`src/rtl/packet_buffer_pkg.sv`:
```
// Shared packet buffer types: header layout, read FSM states and
// beat-count helper used by both the read and write controllers.
package packet_buffer_pkg;

    // packet_length occupies the least significant 16 bits of the header beat
    typedef struct packed {
        logic [47:0] rsvd;
        logic [15:0] packet_length;
    } packet_header_t;

    localparam int unsigned HDR_BITS = $bits(packet_header_t);

    typedef enum logic [1:0] {
        IDLE,
        HEADER,
        BODY
    } rd_state_t;

    // ceil(len / beat_bytes); beat_bytes is a power-of-two constant at use sites
    function automatic logic [16:0] beats_from_length(
        input logic [15:0] len,
        input int unsigned beat_bytes
    );
        return 17'((32'(len) + beat_bytes - 32'd1) / beat_bytes);
    endfunction

    function automatic logic [15:0] header_length(input packet_header_t hdr);
        return hdr.packet_length;
    endfunction

endpackage

```
`src/rtl/packet_buffer_read_controller_rr_arbiter.sv`:
```
// Combinational round-robin pick: first requester at or above ptr_i, wrapping.
// Ports: req_i request vector, ptr_i start index, grant_o index, any_valid_o.
module rr_arbiter #(
    parameter int NUM_LANES = 4,
    parameter int IDX_W     = (NUM_LANES > 1) ? $clog2(NUM_LANES) : 1
) (
    input  logic [NUM_LANES-1:0] req_i,
    input  logic [IDX_W-1:0]     ptr_i,
    output logic [IDX_W-1:0]     grant_o,
    output logic                 any_valid_o
);

    // Walk offsets from farthest to nearest so the nearest requester wins.
    always_comb begin
        grant_o     = '0;
        any_valid_o = 1'b0;
        for (int i = NUM_LANES - 1; i >= 0; i--) begin
            int j;
            j = (int'(ptr_i) + i) % NUM_LANES;
            if (req_i[IDX_W'(j)]) begin
                grant_o     = IDX_W'(j);
                any_valid_o = 1'b1;
            end
        end
    end

endmodule

```
`src/rtl/packet_buffer_read_controller.sv`:
```
// Drains NUM_LANES lane FIFOs one whole packet at a time, round-robin.
// Ports: lane_valid_i/lane_data_i/lane_ready_o per lane; registered output
// stream out_valid_o/out_data_o/out_last_o/out_lane_o with out_ready_i;
// len_err_o pulses for a zero or oversized header length.
module packet_buffer_read_controller
    import packet_buffer_pkg::*;
#(
    parameter int NUM_LANES             = 4,
    parameter int HEADER_WIDTH          = 64,
    parameter int AXI_WIDTH             = 64,
    parameter int MAX_PACKET_LENGTH     = 1536,
    parameter int LANE_SELECT_IDX_WIDTH = 2
) (
    input  logic                             clk_i,
    input  logic                             rst_i,
    input  logic                             lane_valid_i [NUM_LANES-1:0],
    input  logic [AXI_WIDTH-1:0]             lane_data_i  [NUM_LANES-1:0],
    output logic                             lane_ready_o [NUM_LANES-1:0],
    output logic                             out_valid_o,
    output logic [AXI_WIDTH-1:0]             out_data_o,
    output logic                             out_last_o,
    output logic [LANE_SELECT_IDX_WIDTH-1:0] out_lane_o,
    input  logic                             out_ready_i,
    output logic                             len_err_o
);

    localparam int unsigned BEAT_BYTES = AXI_WIDTH / 8;
    localparam int unsigned MAX_BEATS  =
        (MAX_PACKET_LENGTH + BEAT_BYTES - 1) / BEAT_BYTES;
    localparam int CNT_W = $clog2(MAX_BEATS + 1);
    localparam int IDX_W = LANE_SELECT_IDX_WIDTH;

    if ((BEAT_BYTES & (BEAT_BYTES - 1)) != 0) begin : g_bad_beat
        $error("AXI_WIDTH/8 must be a power of two");
    end
    if (HEADER_WIDTH != HDR_BITS || AXI_WIDTH < HEADER_WIDTH) begin : g_bad_hdr
        $error("header width does not fit the beat");
    end

    rd_state_t            state_q, state_d;
    logic [IDX_W-1:0]     grant_q, grant_d;
    logic [IDX_W-1:0]     rr_ptr_q, rr_ptr_d;
    logic [CNT_W-1:0]     remain_q, remain_d;
    logic                 out_valid_q, out_valid_d;
    logic [AXI_WIDTH-1:0] out_data_q, out_data_d;
    logic                 out_last_q, out_last_d;
    logic [IDX_W-1:0]     out_lane_q, out_lane_d;
    logic                 len_err_q, len_err_d;

    logic [NUM_LANES-1:0] req;
    logic [IDX_W-1:0]     arb_grant;
    logic                 arb_any;
    logic                 can_load;
    logic                 xfer;
    logic [15:0]          hdr_len;
    logic [16:0]          hdr_beats;
    logic [16:0]          beats_eff;
    logic                 len_zero;
    logic                 len_over;
    logic [IDX_W-1:0]     next_ptr;

    always_comb begin
        for (int i = 0; i < NUM_LANES; i++) begin
            req[i] = lane_valid_i[i];
        end
    end

    rr_arbiter #(
        .NUM_LANES(NUM_LANES),
        .IDX_W    (IDX_W)
    ) u_arb (
        .req_i      (req),
        .ptr_i      (rr_ptr_q),
        .grant_o    (arb_grant),
        .any_valid_o(arb_any)
    );

    assign can_load = !out_valid_q || out_ready_i;
    assign xfer     = (state_q != IDLE) && lane_valid_i[grant_q] && can_load;

    always_comb begin
        for (int g = 0; g < NUM_LANES; g++) begin
            lane_ready_o[g] = (state_q != IDLE) &&
                              (grant_q == IDX_W'(g)) && can_load;
        end
    end

    assign hdr_len = header_length(
        packet_header_t'(lane_data_i[grant_q][HEADER_WIDTH-1:0]));
    assign hdr_beats = beats_from_length(hdr_len, BEAT_BYTES);
    assign len_zero  = (hdr_len == 16'd0);
    assign len_over  = (hdr_beats > 17'(MAX_BEATS));
    // Zero length still carries its header beat; oversize is truncated.
    assign beats_eff = len_zero ? 17'd1 :
                       len_over ? 17'(MAX_BEATS) : hdr_beats;
    // With one lane the modulo folds the pointer to 0.
    assign next_ptr  = IDX_W'((32'(grant_q) + 32'd1) % NUM_LANES);

    always_comb begin
        state_d     = state_q;
        grant_d     = grant_q;
        rr_ptr_d    = rr_ptr_q;
        remain_d    = remain_q;
        out_valid_d = out_valid_q;
        out_data_d  = out_data_q;
        out_last_d  = out_last_q;
        out_lane_d  = out_lane_q;
        len_err_d   = 1'b0;

        if (xfer) begin
            out_valid_d = 1'b1;
            out_data_d  = lane_data_i[grant_q];
            out_lane_d  = grant_q;
            out_last_d  = 1'b0;
        end else if (can_load) begin
            out_valid_d = 1'b0;
            out_last_d  = 1'b0;
        end

        unique case (state_q)
            IDLE: begin
                if (arb_any) begin
                    grant_d = arb_grant;
                    state_d = HEADER;
                end
            end
            HEADER: begin
                if (xfer) begin
                    len_err_d = len_zero || len_over;
                    if (beats_eff == 17'd1) begin
                        out_last_d = 1'b1;
                        state_d    = IDLE;
                        rr_ptr_d   = next_ptr;
                    end else begin
                        remain_d = CNT_W'(beats_eff - 17'd1);
                        state_d  = BODY;
                    end
                end
            end
            BODY: begin
                if (xfer) begin
                    remain_d = remain_q - 1'b1;
                    if (remain_q == CNT_W'(1)) begin
                        out_last_d = 1'b1;
                        state_d    = IDLE;
                        rr_ptr_d   = next_ptr;
                    end
                end
            end
            default: state_d = IDLE;
        endcase
    end

    always_ff @(posedge clk_i or posedge rst_i) begin
        if (rst_i) begin
            state_q     <= IDLE;
            grant_q     <= '0;
            rr_ptr_q    <= '0;
            remain_q    <= '0;
            out_valid_q <= 1'b0;
            out_data_q  <= '0;
            out_last_q  <= 1'b0;
            out_lane_q  <= '0;
            len_err_q   <= 1'b0;
        end else begin
            state_q     <= state_d;
            grant_q     <= grant_d;
            rr_ptr_q    <= rr_ptr_d;
            remain_q    <= remain_d;
            out_valid_q <= out_valid_d;
            out_data_q  <= out_data_d;
            out_last_q  <= out_last_d;
            out_lane_q  <= out_lane_d;
            len_err_q   <= len_err_d;
        end
    end

    assign out_valid_o = out_valid_q;
    assign out_data_o  = out_data_q;
    assign out_last_o  = out_last_q;
    assign out_lane_o  = out_lane_q;
    assign len_err_o   = len_err_q;

endmodule

```
`config.mk`:
```
export PLATFORM = sky130hd
export DESIGN_NAME = packet_buffer_read_controller
export DESIGN_NICKNAME = d
export VERILOG_FILES = /design/src/rtl/packet_buffer_pkg.sv /design/src/rtl/packet_buffer_read_controller_rr_arbiter.sv /design/src/rtl/packet_buffer_read_controller.sv
export SDC_FILE = /design/constraint.sdc
export NUM_CORES = 1
export LEC_CHECK = 0
export CORE_AREA = 2 2 131 133
export DETAILED_ROUTE_END_ITERATION = 6
export DIE_AREA = 0 0 133 135
export GPL_TIMING_DRIVEN = 0
export PLACE_DENSITY = 0.86
export SYNTH_ARGS = -nofsm -noshare
export SYNTH_HDL_FRONTEND = slang
export SYNTH_HIERARCHICAL = 1
export SYNTH_SLANG_ARGS = --single-unit
```
`constraint.sdc`:
```
create_clock -name clk_i -period 9.33 [get_ports clk_i]
set_clock_uncertainty 0.15 [all_clocks]
set_input_delay 1.866 -clock clk_i [delete_from_list [all_inputs] [get_ports clk_i]]
set_output_delay 1.866 -clock clk_i [all_outputs]
set_load 0.05 [all_outputs]
```
==> impl_metrics.ini, run 1 <==
[routing]
viasPerCell = 5.23
ant_nets = 0
initialDrtViolationCount = 246
firstDrtPassIters = 6
routed-via-count = 5289
routed_wl_mm = 20.9
routedWlPerCell_um = 20.7
drc = 0

[setup_path]
worst_ep_required_time_ps = 9410
cp-start-kind = input pin
crit_path_max_fanout = 10
path_class = input pin to flip-flop
cp.arrival_ps = 5920
end_kind = flip-flop

[logic_synthesis]
synth_warnings = 6
synth_area_mm2 = 0.00569
syn_avg_cell_area_um2 = 13.0
ys_async_sr_fraction_pct = 100
synth_nets = 712
synth.top_cells.by_area = dfrtp_1 36%, mux4_2 26%, mux2_2 13%
synth_cell_type_count = 61
synth_most_common_cell = dfrtp_1
yosys.area.top_type = dfrtp_1
ys_top_cells_by_count = 83 x dfrtp_1, 66 x mux2_2, 65 x mux4_2
ys_seq_area_share_pct = 36.5
netlist_instances = 438
synth_flop_cell = dfrtp_1
ys_ff_latch = 83
synth.top_cell.area_share_pct = 36.5
synth-edff-count = 0

[pwr]
vdd.ir_drop.worst_uv = 180
p_clk_share_pct = 12.0
switchingPower_mw = 1.57
p_comb_share_pct = 68.2
switching_share_pct = 46.4
p_seq_share_pct = 19.8
internal_power_mw = 1.81
p_per_area_mw_per_mm2 = 348
power_leakage_nw = 3.69

[cts]
clock_path_buffers = 2
ctsHoldBuffers = 0
clockRootBuffer = clkbuf_16
cts_buffers = 9
ctsHtreeMaxLevel = 3
cts_tree = done
cts_resized = 0
postCtsSetupBuffers = 0
clk_pin_slew_ps = 60
clock_latency_ps = 350
cts_num_sinks = 83

[global_routing]
antenna_found_initial = 2
grtUsageTotal_pct = 23.6
grt-ovfl-total = 0
grt_max_degree = 43
grt_pass1_vias = 5568
grt_first_pass_wirelength_mm = 31.8

[timing]
fin_crit_sh_pct = 62.6
hold_viol = 0
rsz0062_at_grt = no
fmax_mhz = 171
tightest_slew_ps = 873
relSlewSlack_pct = 41.8
setup_viol = 0
final.min_clock_period_ps = 5840
setup_tns_ps = 0
finalMaxSlewViolations = 0

[job]
max-cap-violations = 0

[floorplanning]
die_area_mm2 = 0.0180
fp.dieH_um = 135
start_util_pct = 34.7
coreArea_mm2 = 0.0164
die_x_um = 133
rows = 47
io_pins = 336

[layout]
final_nets = 1059
layout-drive-gt1-share_pct = 21.6
area_growth_pct = 70.3
final_core_util_pct = 59.1

[outcome]
run_status = finished, final reports clean

[placed_design]
dp_hpwl_mm = 17.2
io_buffers = 335
place.gp.congestion = 0.890

[hold_path]
min_path_type = flip-flop to flip-flop
power by group through the flow:
stage	Combinational [mW]	Sequential, mW	Clock, mW
6_report	2.30	0.669	0.405
4_1_cts	2.30	0.667	0.413
3_5_place_dp	2.30	0.672	0
5_1_grt	2.41	0.691	0.431
3_3_place_gp	2.27	0.661	0
2_1_floorplan	1.06	1.18	0
state kept, by name, indices dropped and copies added (netlist names):
register,flops
state_q,2
out_lane_o,2
out_last_o,1
len_err_o,1
out_valid_o,1
out_data_o,64
grant_q,2
rr_ptr_q,2
remain_q,8
critical path: stages:
cell and delay, ps:
clkdlybuf4s50_1 490, mux4_2 230, clkbuf_1 400, and3_1 230, clkbuf_1 230, nand3_1 260
a211oi_2 590, a21o_1 250, ha_1 200, inv_1 50, a2111o_1 360, o21ai_1 240
and3_4 240, mux2_4 290
area by class of cell:
cell class / count / area [um2]
fillers: 1315 / 6720
multi-input cells: 310 / 3400
repair buffers: 336 / 3380
flip-flops and latches: 83 / 2080
well taps: 220 / 275
clock buffers: 11 / 253
plain buffers: 29 / 149
clock inverters: 5 / 83.8
inverters: 16 / 62.6
diodes: 2 / 5.00
layout by cell type, fill, tap and decap left out, drive strengths merged, types with 10 or more instances in the layout:
master         count
buf               16
mux4              65
nor3              10
nand2             26
clkdlybuf4s50    335
mux2              68
dfrtp             83
o21ai             15
a21oi             12
clkbuf            25
ha                11
nor2              23
inv               16
routing by layer:
layer,GRT usage [%],part of all wire (%)
met5,0,0
met4,9.08,2.7
met3,5.41,6.5
met2,40.9,53
met1,28.6,38
kinds of logic (layout without fill, tap and decap cells):
family | Yosys count | in the layout | share of synthesized area, %
other cells | 0 | 2 | 0
buf+inv | 45 | 397 | 3.67
flops | 83 | 83 | 36.5
fa+ha+maj | 11 | 11 | 2.42
compound gates | 62 | 62 | 8.07
mux | 136 | 136 | 39.8
xor+xnor | 3 | 3 | 0.462
simple gates | 98 | 98 | 9.04
worst paths after layout:
kind / depth (start not counted) / start / end / slack [ps]
worst max-delay path: 14 / lane_data_i[5] / rr_ptr_q[0] / 3490
worst min-delay path: 2 / out_lane_o[0] / out_lane_o[0] / 350
worst max register to register: 14 / grant_q[1] / rr_ptr_q[0] / 4320
worst min register to register: 2 / out_lane_o[0] / out_lane_o[0] / 350
max in group asynchronous: 3 / rst_i / out_data_o[54] / 6650
min in group asynchronous: 2 / rst_i / out_data_o[21] / 1770
per-stage QoR:
step | setup WS [ps] | hold WS [ps] | total power [mW] | cell area, um2 | instances
floorplan | 4290 | 335 | 2.24 | 5690 | 438
global placement | 3230 | 318 | 2.93 | 9320 | 993
detailed placement | 3200 | 332 | 2.97 | 9350 | 994
CTS | 3500 | 347 | 3.38 | 9690 | 1010
global route | 3270 | 365 | 3.54 | 9690 | 1012
finish | 3490 | 350 | 3.37 | 9690 | 1012
No activity file was read; power rests on OpenSTA's default activity.
==> inputs of run 2 (changes only) <==
Settings changed: CORE_AREA 2 2 131 133 to unset, CORE_UTILIZATION set to 35, DIE_AREA 0 0 133 135 to unset, PLACE_DENSITY 0.86 to 0.89.
Clock period 9.33 ns to 4.7 ns, I/O delays scaled along.
==> run 2 against run 1 <==
Hold slack worse by 20 ps. Total power is 100% higher. Clock-buffer cell count shrank 1. Non-clock buffer count rose by 1. Die area down 6.6%. Final cell count fell by 0.30%. Via count grew 1.7%. Core utilization is 2.4 points higher. Global-route usage grew 1.8 points. Sequential share of layout area down 0.17 points. Register-to-register slack worse by 4000 ps. Clock power rose by 120%. Largest power group unchanged.
==> impl_metrics.ini, run 2 (synthesis gave the netlist of run 1 again) <==
[routing]
routed_wl_mm = 20.8
viasPerCell = 5.33
routedWlPerCell_um = 20.6
initialDrtViolationCount = 421
firstDrtPassIters = 5
drc = 0
routed-via-count = 5379
ant_nets = 0

[cts]
cts_tree = done
clk_pin_slew_ps = 60
ctsHtreeMaxLevel = 3
cts_buffers = 9
clock_path_buffers = 2
clock_latency_ps = 350
clockRootBuffer = clkbuf_16
cts_num_sinks = 83

[layout]
final_area_mm2 = 0.00977
most-common-layout-cells = 335 x clkdlybuf4s50_1, 83 x dfrtp_1, 66 x mux2_2
layout-drive-gt1-share_pct = 22.4
stdcell_count = 1009
final_core_util_pct = 61.5
final_common_cell = clkdlybuf4s50_1
area_growth_pct = 71.7
final_nets = 1060
largest_reg_flops = 64

[pwr]
vdd.ir_drop.worst_uv = 382
total_power_mw = 6.79
power_leakage_nw = 3.73
p_per_area_mw_per_mm2 = 695

[setup_path]
end_kind = output pin
cp.arrival_ps = 3480
path_class = flip-flop to output pin
worst_ep_required_time_ps = 3610
cp-start-kind = flip-flop
crit_path_max_fanout = 10

[global_routing]
antenna_found_initial = 2
grt_first_pass_wirelength_mm = 31.0
grtUsageTotal_pct = 25.4
grt_pass1_vias = 5654
grt_max_degree = 48
grt-ovfl-total = 0

[placed_design]
dp_worst_setup_slack_ps = -504
numPlacedInstances = 990
io_buffers = 335
dpl-instance-area_mm2 = 0.00934
place.gp.congestion = 0.910
dp_hpwl_mm = 17.2

[floorplanning]
die_x_um = 130
fp.dieH_um = 130
io_pins = 336
coreArea_mm2 = 0.0159
die_area_mm2 = 0.0168
rows = 46
start_util_pct = 35.8

[hold_path]
min_path_type = flip-flop to flip-flop

[timing]
setup_tns_ps = 0
fin_ws_ps = 134
relSlewSlack_pct = 46.9
hold_viol = 0
fmax_mhz = 219
fin_crit_sh_pct = 97.2
final.min_clock_period_ps = 4570
finalMaxSlewViolations = 0
setup_viol = 0
fin_hold_ws_ps = 330
tightest_slew_ps = 797

[job]
max-cap-violations = 0

[outcome]
run_status = finished, final reports clean
[run 2: cell count changes in the layout (fill, tap and decap cells not counted), moves of 2 or more]
cell and delta:
buf_4 +2, clkbuf_8 -2, bufinv_16 +2, buf_1 -2
[run 2: critical path, cell delays in order, from the launching register on]
cell and delay [ps]:
dfrtp_1 490, buf_2 320, buf_2 400, buf_1 610, inv_1 230, ha_1 230
and2_1 130, clkdlybuf4s50_1 710
[run 2: power by group]
part	switching (mW)	internal, mW	leakage [nW]
sequential	0.244	1.09	0.977
clock	0.309	0.576	0.173
combinational	2.57	2.01	2.58
[run 2: area by class of cell]
class,count,area [um2]
fill,1283,6120
multi-input combinational,310,3440
timing repair buffer,338,3400
sequential,83,2080
tap,216,270
clock buffer,10,229
buffer,28,156
clock inverter,6,136
inverter,16,62.6
antenna,2,5.00
[run 2: routing by layer]
metal / vias up / GRT usage, % / routed length (um)
li1: 2404 / - / -
met2: 281 / 43.1 / 10800
met4: 0 / 13.1 / 923
met1: 2640 / 30.3 / 7810
met5: - / 0 / 0
met3: 54 / 5.66 / 1310
[run 2: path summary, 6_finish.rpt]
kind                                from  cells past startpoint  slack [ps]               to
max reg2reg                   grant_q[1]                     13         280      rr_ptr_q[1]
min reg2reg                out_lane_o[0]                      2         330    out_lane_o[0]
min in group asynchronous          rst_i                      2         820   out_data_o[28]
max in group asynchronous          rst_i                      3        2950       state_q[0]
min                        out_lane_o[0]                      2         330    out_lane_o[0]
max                           grant_q[1]                      7         130  lane_ready_o[1]
[run 2: repair_timing]
item                       in CTS  in global routing
buffers inserted                0                  2
setup endpoints to repair      11                 12
hold buffers                    0                  0
gates resized for setup         6                  6
pin swaps                       0                  1
